**src/rtl/vscale_hasti_sram_arbiter.sv**
```systemverilog
// Two-master / one-slave HASTI arbiter sharing a single-port SRAM between
// the instruction (m0) and data (m1) masters. An uncontended address phase
// passes straight through. A losing master's address phase is parked in a
// pending buffer, and its hready stays low until that transfer is issued.
module vscale_hasti_sram_arbiter #(
  parameter int HASTI_ADDR_WIDTH  = 32,
  parameter int HASTI_BUS_WIDTH   = 32,
  parameter int HASTI_SIZE_WIDTH  = 3,
  parameter int HASTI_TRANS_WIDTH = 2,
  parameter int FIXED_PRIO        = 0
) (
  input  logic                         hclk,
  input  logic                         hresetn,
  input  logic [HASTI_ADDR_WIDTH-1:0]  m0_haddr,
  input  logic                         m0_hwrite,
  input  logic [HASTI_SIZE_WIDTH-1:0]  m0_hsize,
  input  logic [HASTI_TRANS_WIDTH-1:0] m0_htrans,
  input  logic [HASTI_BUS_WIDTH-1:0]   m0_hwdata,
  output logic [HASTI_BUS_WIDTH-1:0]   m0_hrdata,
  output logic                         m0_hready,
  output logic                         m0_hresp,
  input  logic [HASTI_ADDR_WIDTH-1:0]  m1_haddr,
  input  logic                         m1_hwrite,
  input  logic [HASTI_SIZE_WIDTH-1:0]  m1_hsize,
  input  logic [HASTI_TRANS_WIDTH-1:0] m1_htrans,
  input  logic [HASTI_BUS_WIDTH-1:0]   m1_hwdata,
  output logic [HASTI_BUS_WIDTH-1:0]   m1_hrdata,
  output logic                         m1_hready,
  output logic                         m1_hresp,
  output logic [HASTI_ADDR_WIDTH-1:0]  s_haddr,
  output logic                         s_hwrite,
  output logic [HASTI_SIZE_WIDTH-1:0]  s_hsize,
  output logic [HASTI_TRANS_WIDTH-1:0] s_htrans,
  output logic [HASTI_BUS_WIDTH-1:0]   s_hwdata,
  input  logic [HASTI_BUS_WIDTH-1:0]   s_hrdata,
  input  logic                         s_hready,
  input  logic                         s_hresp
);

  localparam logic [HASTI_TRANS_WIDTH-1:0] TRANS_IDLE   = '0;
  localparam logic [HASTI_TRANS_WIDTH-1:0] TRANS_NONSEQ = HASTI_TRANS_WIDTH'(2);

  typedef enum logic [1:0] {OWN_NONE, OWN_M0, OWN_M1} owner_e;

  owner_e dp_owner, dp_owner_nxt;
  logic   last_grant;            // 0: m0 won the last slot, 1: m1 did
  logic   pend0, pend1;
  logic   live0, live1, req0, req1, gnt0, gnt1;

  // Parked address phases and the last issued slave address fields (data only, never reset)
  logic [HASTI_ADDR_WIDTH-1:0] pend0_addr, pend1_addr, hold_addr;
  logic                        pend0_write, pend1_write, hold_write;
  logic [HASTI_SIZE_WIDTH-1:0] pend0_size, pend1_size, hold_size;

  // Requests: a fresh NONSEQ is only seen while the master's hready is high
  always_comb begin
    live0 = (m0_htrans == TRANS_NONSEQ) && m0_hready;
    live1 = (m1_htrans == TRANS_NONSEQ) && m1_hready;
    req0  = live0 || pend0;
    req1  = live1 || pend1;
  end

  // Grant: only while the slave can accept an address phase and out of reset
  always_comb begin
    gnt0 = 1'b0;
    gnt1 = 1'b0;
    if (hresetn && s_hready) begin
      if (req0 && req1) begin
        if ((FIXED_PRIO != 0) || last_grant) gnt0 = 1'b1;
        else                                 gnt1 = 1'b1;
      end else begin
        gnt0 = req0;
        gnt1 = req1;
      end
    end
  end

  // Slave address phase: parked request takes precedence over the live bus
  always_comb begin
    s_htrans = TRANS_IDLE;
    s_haddr  = hold_addr;
    s_hwrite = hold_write;
    s_hsize  = hold_size;
    if (gnt0) begin
      s_htrans = TRANS_NONSEQ;
      s_haddr  = pend0 ? pend0_addr  : m0_haddr;
      s_hwrite = pend0 ? pend0_write : m0_hwrite;
      s_hsize  = pend0 ? pend0_size  : m0_hsize;
    end else if (gnt1) begin
      s_htrans = TRANS_NONSEQ;
      s_haddr  = pend1 ? pend1_addr  : m1_haddr;
      s_hwrite = pend1 ? pend1_write : m1_hwrite;
      s_hsize  = pend1 ? pend1_size  : m1_hsize;
    end
  end

  // Next data-phase owner: moves only when the current data phase completes
  always_comb begin
    dp_owner_nxt = dp_owner;
    if (s_hready) begin
      if (gnt0)      dp_owner_nxt = OWN_M0;
      else if (gnt1) dp_owner_nxt = OWN_M1;
      else           dp_owner_nxt = OWN_NONE;
    end
  end

  // Data-phase owner register
  always_ff @(posedge hclk) begin
    if (!hresetn) dp_owner <= OWN_NONE;
    else          dp_owner <= dp_owner_nxt;
  end

  // Pending flags and round-robin pointer; grants are zero during a slave stall,
  // so both hold and only fresh NONSEQs are captured
  always_ff @(posedge hclk) begin
    if (!hresetn) begin
      pend0      <= 1'b0;
      pend1      <= 1'b0;
      last_grant <= 1'b1;
    end else begin
      if (gnt0)       pend0 <= 1'b0;
      else if (live0) pend0 <= 1'b1;
      if (gnt1)       pend1 <= 1'b0;
      else if (live1) pend1 <= 1'b1;
      if (gnt0)       last_grant <= 1'b0;
      else if (gnt1)  last_grant <= 1'b1;
    end
  end

  // Capture losing address phases and remember the last issued slave fields
  always_ff @(posedge hclk) begin
    if (live0 && !gnt0) begin
      pend0_addr  <= m0_haddr;
      pend0_write <= m0_hwrite;
      pend0_size  <= m0_hsize;
    end
    if (live1 && !gnt1) begin
      pend1_addr  <= m1_haddr;
      pend1_write <= m1_hwrite;
      pend1_size  <= m1_hsize;
    end
    if (gnt0 || gnt1) begin
      hold_addr  <= s_haddr;
      hold_write <= s_hwrite;
      hold_size  <= s_hsize;
    end
  end

  // Master-side responses and write-data steering by data-phase owner
  always_comb begin
    m0_hrdata = s_hrdata;
    m1_hrdata = s_hrdata;
    m0_hready = 1'b1;
    m1_hready = 1'b1;
    m0_hresp  = 1'b0;
    m1_hresp  = 1'b0;
    s_hwdata  = '0;
    if (hresetn) begin
      if (pend0)                   m0_hready = 1'b0;
      else if (dp_owner == OWN_M0) m0_hready = s_hready;
      if (pend1)                   m1_hready = 1'b0;
      else if (dp_owner == OWN_M1) m1_hready = s_hready;
      if (dp_owner == OWN_M0) begin
        m0_hresp = s_hresp;
        s_hwdata = m0_hwdata;
      end else if (dp_owner == OWN_M1) begin
        m1_hresp = s_hresp;
        s_hwdata = m1_hwdata;
      end
    end
  end

endmodule

```
**config.mk**
```make
export PLATFORM = sky130hd
export DESIGN_NAME = vscale_hasti_sram_arbiter
export DESIGN_NICKNAME = d
export VERILOG_FILES = /design/src/rtl/vscale_hasti_sram_arbiter.sv
export SDC_FILE = /design/constraint.sdc
export NUM_CORES = 1
export LEC_CHECK = 0
export ABC_AREA = 1
export ABC_CLOCK_PERIOD_IN_PS = 4300
export BUFFER_PORTS_ARGS = -buffer_cell sky130_fd_sc_hd__buf_2
export CAP_MARGIN = 30
export CORE_MARGIN = 4
export CORE_UTILIZATION = 47
export DETAILED_ROUTE_END_ITERATION = 8
export GPL_TIMING_DRIVEN = 0
export PLACE_DENSITY = 0.82
export SYNTH_ARGS = -nofsm -noshare
export SYNTH_HDL_FRONTEND = slang
export SYNTH_SLANG_ARGS = --single-unit
```
**constraint.sdc**
```tcl
create_clock -name hclk -period 4.3 [get_ports hclk]
set_input_delay 0.86 -clock hclk [delete_from_list [all_inputs] [get_ports hclk]]
set_output_delay 0.86 -clock hclk [all_outputs]
set_load 0.01 [all_outputs]
```
# --- Yosys cells after proc, flatten, opt, wreduce, memory -nomap -nowiden ---
# Cells that the tools add are included.
# W data, S select, Z words.
totals:
  regBits: 113
  inputBits: 176
  output_inout_bits: 138
  word_cells: 69
op_classes:
  eq_ne: 4
  muxes: 37
  bitwise: 1
  n_reduce_logical: 14
ops:
  columns: ["cell", "n"]
  rows:
  - ["$mux W32", 7]
  - ["$mux W1", 23]
  - ["$mux W3", 4]
  - ["$eq A2 B2 Y1 const B", 3]
  - ["$logic_and A1 B1 Y1", 6]
  - ["$mux W2", 3]
  - ["$reduce_or A2 Y1", 2]
  - ["$logic_or A1 B1 Y1", 3]
  - ["$eq A2 B1 Y1 const B", 1]
  - ["$logic_not A1 Y1", 2]
  - ["$reduce_bool A2 Y1", 1]
  - ["$not A1 Y1", 1]

# --- Logic depth before layout (Yosys ltp) ---
logic_depth:
  depth_word: 11
  ltp_mapped: 12
  ltp_nobuf: 10

# --- Worst setup path after synthesis ---
# OpenSTA, ideal clock, no wires.
synth_path:
  path_kind: "input -> register"
  start: "input port s_hready"
  end: "register pend1_addr[0] (enable)"
  setup_time_ps: 430
  arrival_time_ps: 3099
  required_ps: 3870
  slack_ps: 771
  stages: 10
  n_path_buf: 0
  path_cell_list: "inv_1 > nand3_1 > nand2_1 > nand2_2 > nand2_4 > nand2_4 > nand2_2 > nand2_1 > inv_1 > nor2_1"
synth_between:
  elab_chain_len: 10
  elab_cells_between_ends: 16
  cone_classes: "mux (8); reduce/logical (8)"
synth_rtl:
  columns: ["element", "line_no", "source"]
  rows:
  - ["from (decl)", "36", "input logic s_hready,"]
  - ["$mux W1", "160", "else if (dp_owner == OWN_M0) m0_hready = s_hready;"]
  - ["$mux W1", "159", "if (pend0) m0_hready = 1'b0;"]
  - ["$mux W1", "158", "if (hresetn) begin"]
  - ["named net m0_hready", "20", "output logic m0_hready,"]
  - ["$logic_and A1 B1 Y1", "57", "live0 = (m0_htrans == TRANS_NONSEQ) && m0_hready;"]
  - ["$logic_or A1 B1 Y1", "59", "req0 = live0 || pend0;"]
  - ["$logic_and A1 B1 Y1", "68", "if (req0 && req1) begin"]
  - ["$mux W1", "68", null]
  - ["$mux W1", "67", "if (hresetn && s_hready) begin"]
  - ["$logic_not A1 Y1", "137", "if (live1 && !gnt1) begin"]
  - ["$logic_and A1 B1 Y1", "137", null]
  - ["to (signal assigned)", "138", "pend1_addr <= m1_haddr;"]
  - ["to (decl)", "51", "logic [HASTI_ADDR_WIDTH-1:0] pend0_addr, pend1_addr, hold_addr;"]
# The timed path passes the listed nets, and every way through them passes these cells.
# A chain may end at the register's enable or synchronous reset.

# --- Worst setup path after layout ---
layout_path:
  start: "input port s_hready"
  end: "output port s_htrans[1]"
layout_between:
  elab_chain_len: 10
  elab_cells_between_ends: 18
  cone_classes: "mux (12); reduce/logical (6)"
layout_rtl:
  columns: ["element", "line_no", "source"]
  rows:
  - ["$mux W1 (on tied branches)", "160, 162", null]
  - ["$mux W1 (on tied branches)", "159, 161", null]
  - ["$mux W1", "158", null]
  - ["$logic_and A1 B1 Y1 (on tied branches)", "57, 58", null]
  - ["$logic_or A1 B1 Y1 (on tied branches)", "59, 60", null]
  - ["$logic_and A1 B1 Y1", "68", null]
  - ["$mux W1", "68", null]
  - ["$mux W1", "67", null]
  - ["$mux W2", "89", "end else if (gnt1) begin"]
  - ["$mux W2 *", "84", "if (gnt0) begin"]
  - ["to (decl)", "33", "output logic [HASTI_TRANS_WIDTH-1:0] s_htrans,"]
# Every way passes the cells marked *; elsewhere a longest branch is shown, timed or not.

==> results.sh <==
export IMPL_power_switching_mw=0.8510
export IMPL_synth_top_family_by_area="simple AND/OR/NAND/NOR gates"
export IMPL_wl_um=21520
export IMPL_synth_seq_area_share_pct=51.38
export IMPL_core_area_um2=13400
export IMPL_drv_slew=0
export IMPL_cp_arrival_ns=2.86
export IMPL_dieArea_um2=15790
export IMPL_netlist_instances=737
export IMPL_synth_simple_area_share_pct=32.08
export IMPL_fin_crit_sh_pct=86.42
export IMPL_pwr_share_clk_pct=42.2
export IMPL_finalHoldViolations=0
export IMPL_synth_compound_area_share_pct=3.115
export IMPL_die_height_um=125.7
export IMPL_cts_hold_buf=0
export IMPL_tightest_slew_ns=1.006
export IMPL_syn_cell_area_um2=6506
export IMPL_status="finished clean"
export IMPL_cts_buffers=17
export IMPL_grt_pass1_vias=6214
export IMPL_ys_types=23
export IMPL_p_total_mw=3.278
export IMPL_dr_pass1_iters=6
export IMPL_end_kind="primary output"
export IMPL_dr_first_iter_drc_count=476
export IMPL_required_ns=3.44
export IMPL_seq_power_share_pct=39.8
export IMPL_dpl_cell_area_um2=8193
export IMPL_internal_power_mw=2.427
export IMPL_powerDensity_nw_per_um2=373.8
export IMPL_initial_core_util_pct=48.55
export IMPL_htree_levels=4
export IMPL_synthTopCellsByArea="edfxtp_1 (50%), nand3_1 (15%), nand2_1 (13%)"
export IMPL_synth_ff_type="edfxtp_1"
export IMPL_antenna_left=0
export IMPL_muxShareOfSynthArea_pct=0
export IMPL_rows=42
export IMPL_cts_resized=0
export IMPL_gr_total_overflow=0
export IMPL_cts_root_buffer="clkbuf_16"
export IMPL_syn_nets=913
export IMPL_dr_wl_met2_um=10600
export IMPL_cp_max_fo=37
export IMPL_synth_enable_flop_cells=108
export IMPL_clk_latency_ns=0.42
export IMPL_swShare_pct=25.96
export IMPL_routed_top_layer="met5"
export IMPL_rrSetupSlack_ns=1.86
export IMPL_critPathLaunchType="primary input"
export IMPL_wire_per_inst_um=17.55
export IMPL_fmax_mhz=269.1
export IMPL_synth_most_common_cell="nand2_1"
export IMPL_finClkSkew_ns=0.01103
export IMPL_drc=0
export IMPL_ir_worst_vdd_v=0.0003370
export IMPL_ys_warn_count=0
export IMPL_layout_drive_gt1_share_pct=41.43
export IMPL_vias=6443
export IMPL_synth_seq_cells=113
export IMPL_yosys_area_share_adder_pct=0
export IMPL_met3_wirelength_um=2116
export IMPL_die_w_um=125.7
export IMPL_cts_clk_slew_worst_paths_ns=0.05
export IMPL_yosys_area_top_type_share_pct=49.85
export IMPL_hp_class="register to register"
export IMPL_syn_avg_cell_area_um2=8.828
export IMPL_tritoncts="built"
export IMPL_cts_setup_buffers=0
export IMPL_vias_per_cell=5.255
export IMPL_grt_pass1_wl_um=32640
export IMPL_dp_final_hpwl_um=16180
export IMPL_period_needed_ns=3.716
export IMPL_grt_max_degree=38
export IMPL_drt_met1_wl_um=8285
export IMPL_area_growth_pct=34.77
export IMPL_grt_usage_pct=26.24
export IMPL_synth_xor_xnor_area_share_pct=0
export IMPL_synth_common_cells="nand2_1 (226), nand3_1 (201), edfxtp_1 (108), buf_4 (71), a21oi_1 (34)"
export IMPL_rsz0062_at_grt="false"
export IMPL_drv_cap=0
export IMPL_power_frac_comb_pct=18.0
export IMPL_ios=314
export IMPL_p_leak_nw=4.149
export IMPL_diodes=0
export IMPL_holdWs_ns=0.5423
export IMPL_cts_sinks=113
export IMPL_final_area_um2=8768
export IMPL_relSlewSlack_pct=32.72
export IMPL_yosys_area_top_type="edfxtp_1"
export IMPL_portBuffers=280
export IMPL_clockBufferDepth=2
export IMPL_antenna_found_initial=1
export IMPL_final_nets=1214
export IMPL_ys_async_sr_fraction_pct=0
export IMPL_path_class="primary input to primary output"
export IMPL_finalSetupViolations=0
export IMPL_gp_congestion=0.9533
## kinds of logic after synthesis
kind of cell	Yosys count
flops	113
simple gates	456
compound gates	36
buf+inv	131
other cells	1
## through the flow
stage | util, % | setup TNS [ns] | worst slack [ns] | std cells
5_1_grt | 65.43 | 0 | 0.4538 | 1226
4_1_cts | 65.43 | 0 | 0.5736 | 1226
3_5_place_dp | 61.14 | 0 | 0.5906 | 1195
6_report | 65.43 | 0 | 0.5840 | 1226
3_3_place_gp | 60.65 | -14.04 | -0.2419 | 1193
2_1_floorplan | - | 0 | 0.7710 | 737
## critical path: stages
cell	delay [ns]
buf_2	0.10
inv_1	0.11
nand3_1	0.09
nand2_1	0.07
nand2_2	0.07
nand2_4	0.11
nand2_4	0.07
nand2_2	0.08
buf_6	0.16
buf_6	0.16
nand2_2	0.56
buf_2	0.38
## cells in the final DEF (no fill, tap or decap)
| master | count |
|---|---|
| buf_1 | 4 |
| a21oi_4 | 2 |
| edfxtp_1 | 108 |
| inv_2 | 2 |
| clkbuf_16 | 17 |
| nor2_1 | 4 |
| buf_4 | 71 |
| nand3_1 | 201 |
| dfxtp_1 | 5 |
| clkinv_1 | 4 |
| inv_1 | 8 |
| conb_1 | 1 |
| nand3_2 | 11 |
| clkbuf_1 | 19 |
| buf_6 | 11 |
| clkinvlp_4 | 3 |
| bufinv_16 | 3 |
| nand2_2 | 6 |
| clkinv_4 | 1 |
| buf_2 | 294 |
| buf_16 | 1 |
| nor2_4 | 2 |
| inv_6 | 1 |
| nand2_1 | 225 |
| inv_4 | 1 |
| buf_12 | 1 |
| a21oi_1 | 34 |
| clkbuf_4 | 1 |
| nand2_4 | 5 |
| nor4_1 | 2 |
| clkinv_2 | 2 |
## flip-flops by register name (all words and copies together) (netlist names)
name and count:
dp_owner 2, hold_addr 32, hold_size 3, hold_write 1
last_grant 1, pend0 1, pend0_addr 32, pend0_size 3
pend0_write 1, pend1 1, pend1_addr 32, pend1_size 3
pend1_write 1
## per-layer routing
layer  global-route usage [%]  vias up
met5                        0        -
met4                    7.972        2
met3                    7.324       38
met2                    44.84      372
met1                    32.49     2964
li1                         -     3067
## final timing paths
check	startpoint	endpoint	cells after the start
min reg2reg	last_grant	last_grant	2
max reg2reg	pend0	hold_size[2]	10
min	last_grant	last_grant	2
max	s_hready	s_htrans[1]	12
## power by group through the flow
stage / Sequential, mW / Combinational, mW / Clock (mW)
after floorplan: 1.32 / 0.342 / 0
after global placement: 1.33 / 0.565 / 0
after detailed placement: 1.33 / 0.586 / 0
after CTS: 1.30 / 0.592 / 1.39
after global routing: 1.31 / 0.649 / 1.45
final: 1.30 / 0.591 / 1.38
## final cells by class
| cell class | instances | area [um2] |
|---|---|---|
| Fill cell | 1108 | 4632 |
| Sequential cell | 113 | 3343 |
| Multi-Input combinational cell | 493 | 2311 |
| Timing Repair Buffer | 282 | 1449 |
| Buffer | 118 | 813.3 |
| Clock buffer | 19 | 432.9 |
| Tap cell | 176 | 220.2 |
| Clock inverter | 12 | 142.6 |
| Inverter | 13 | 56.30 |
No activity file was read; power rests on OpenSTA's default activity.
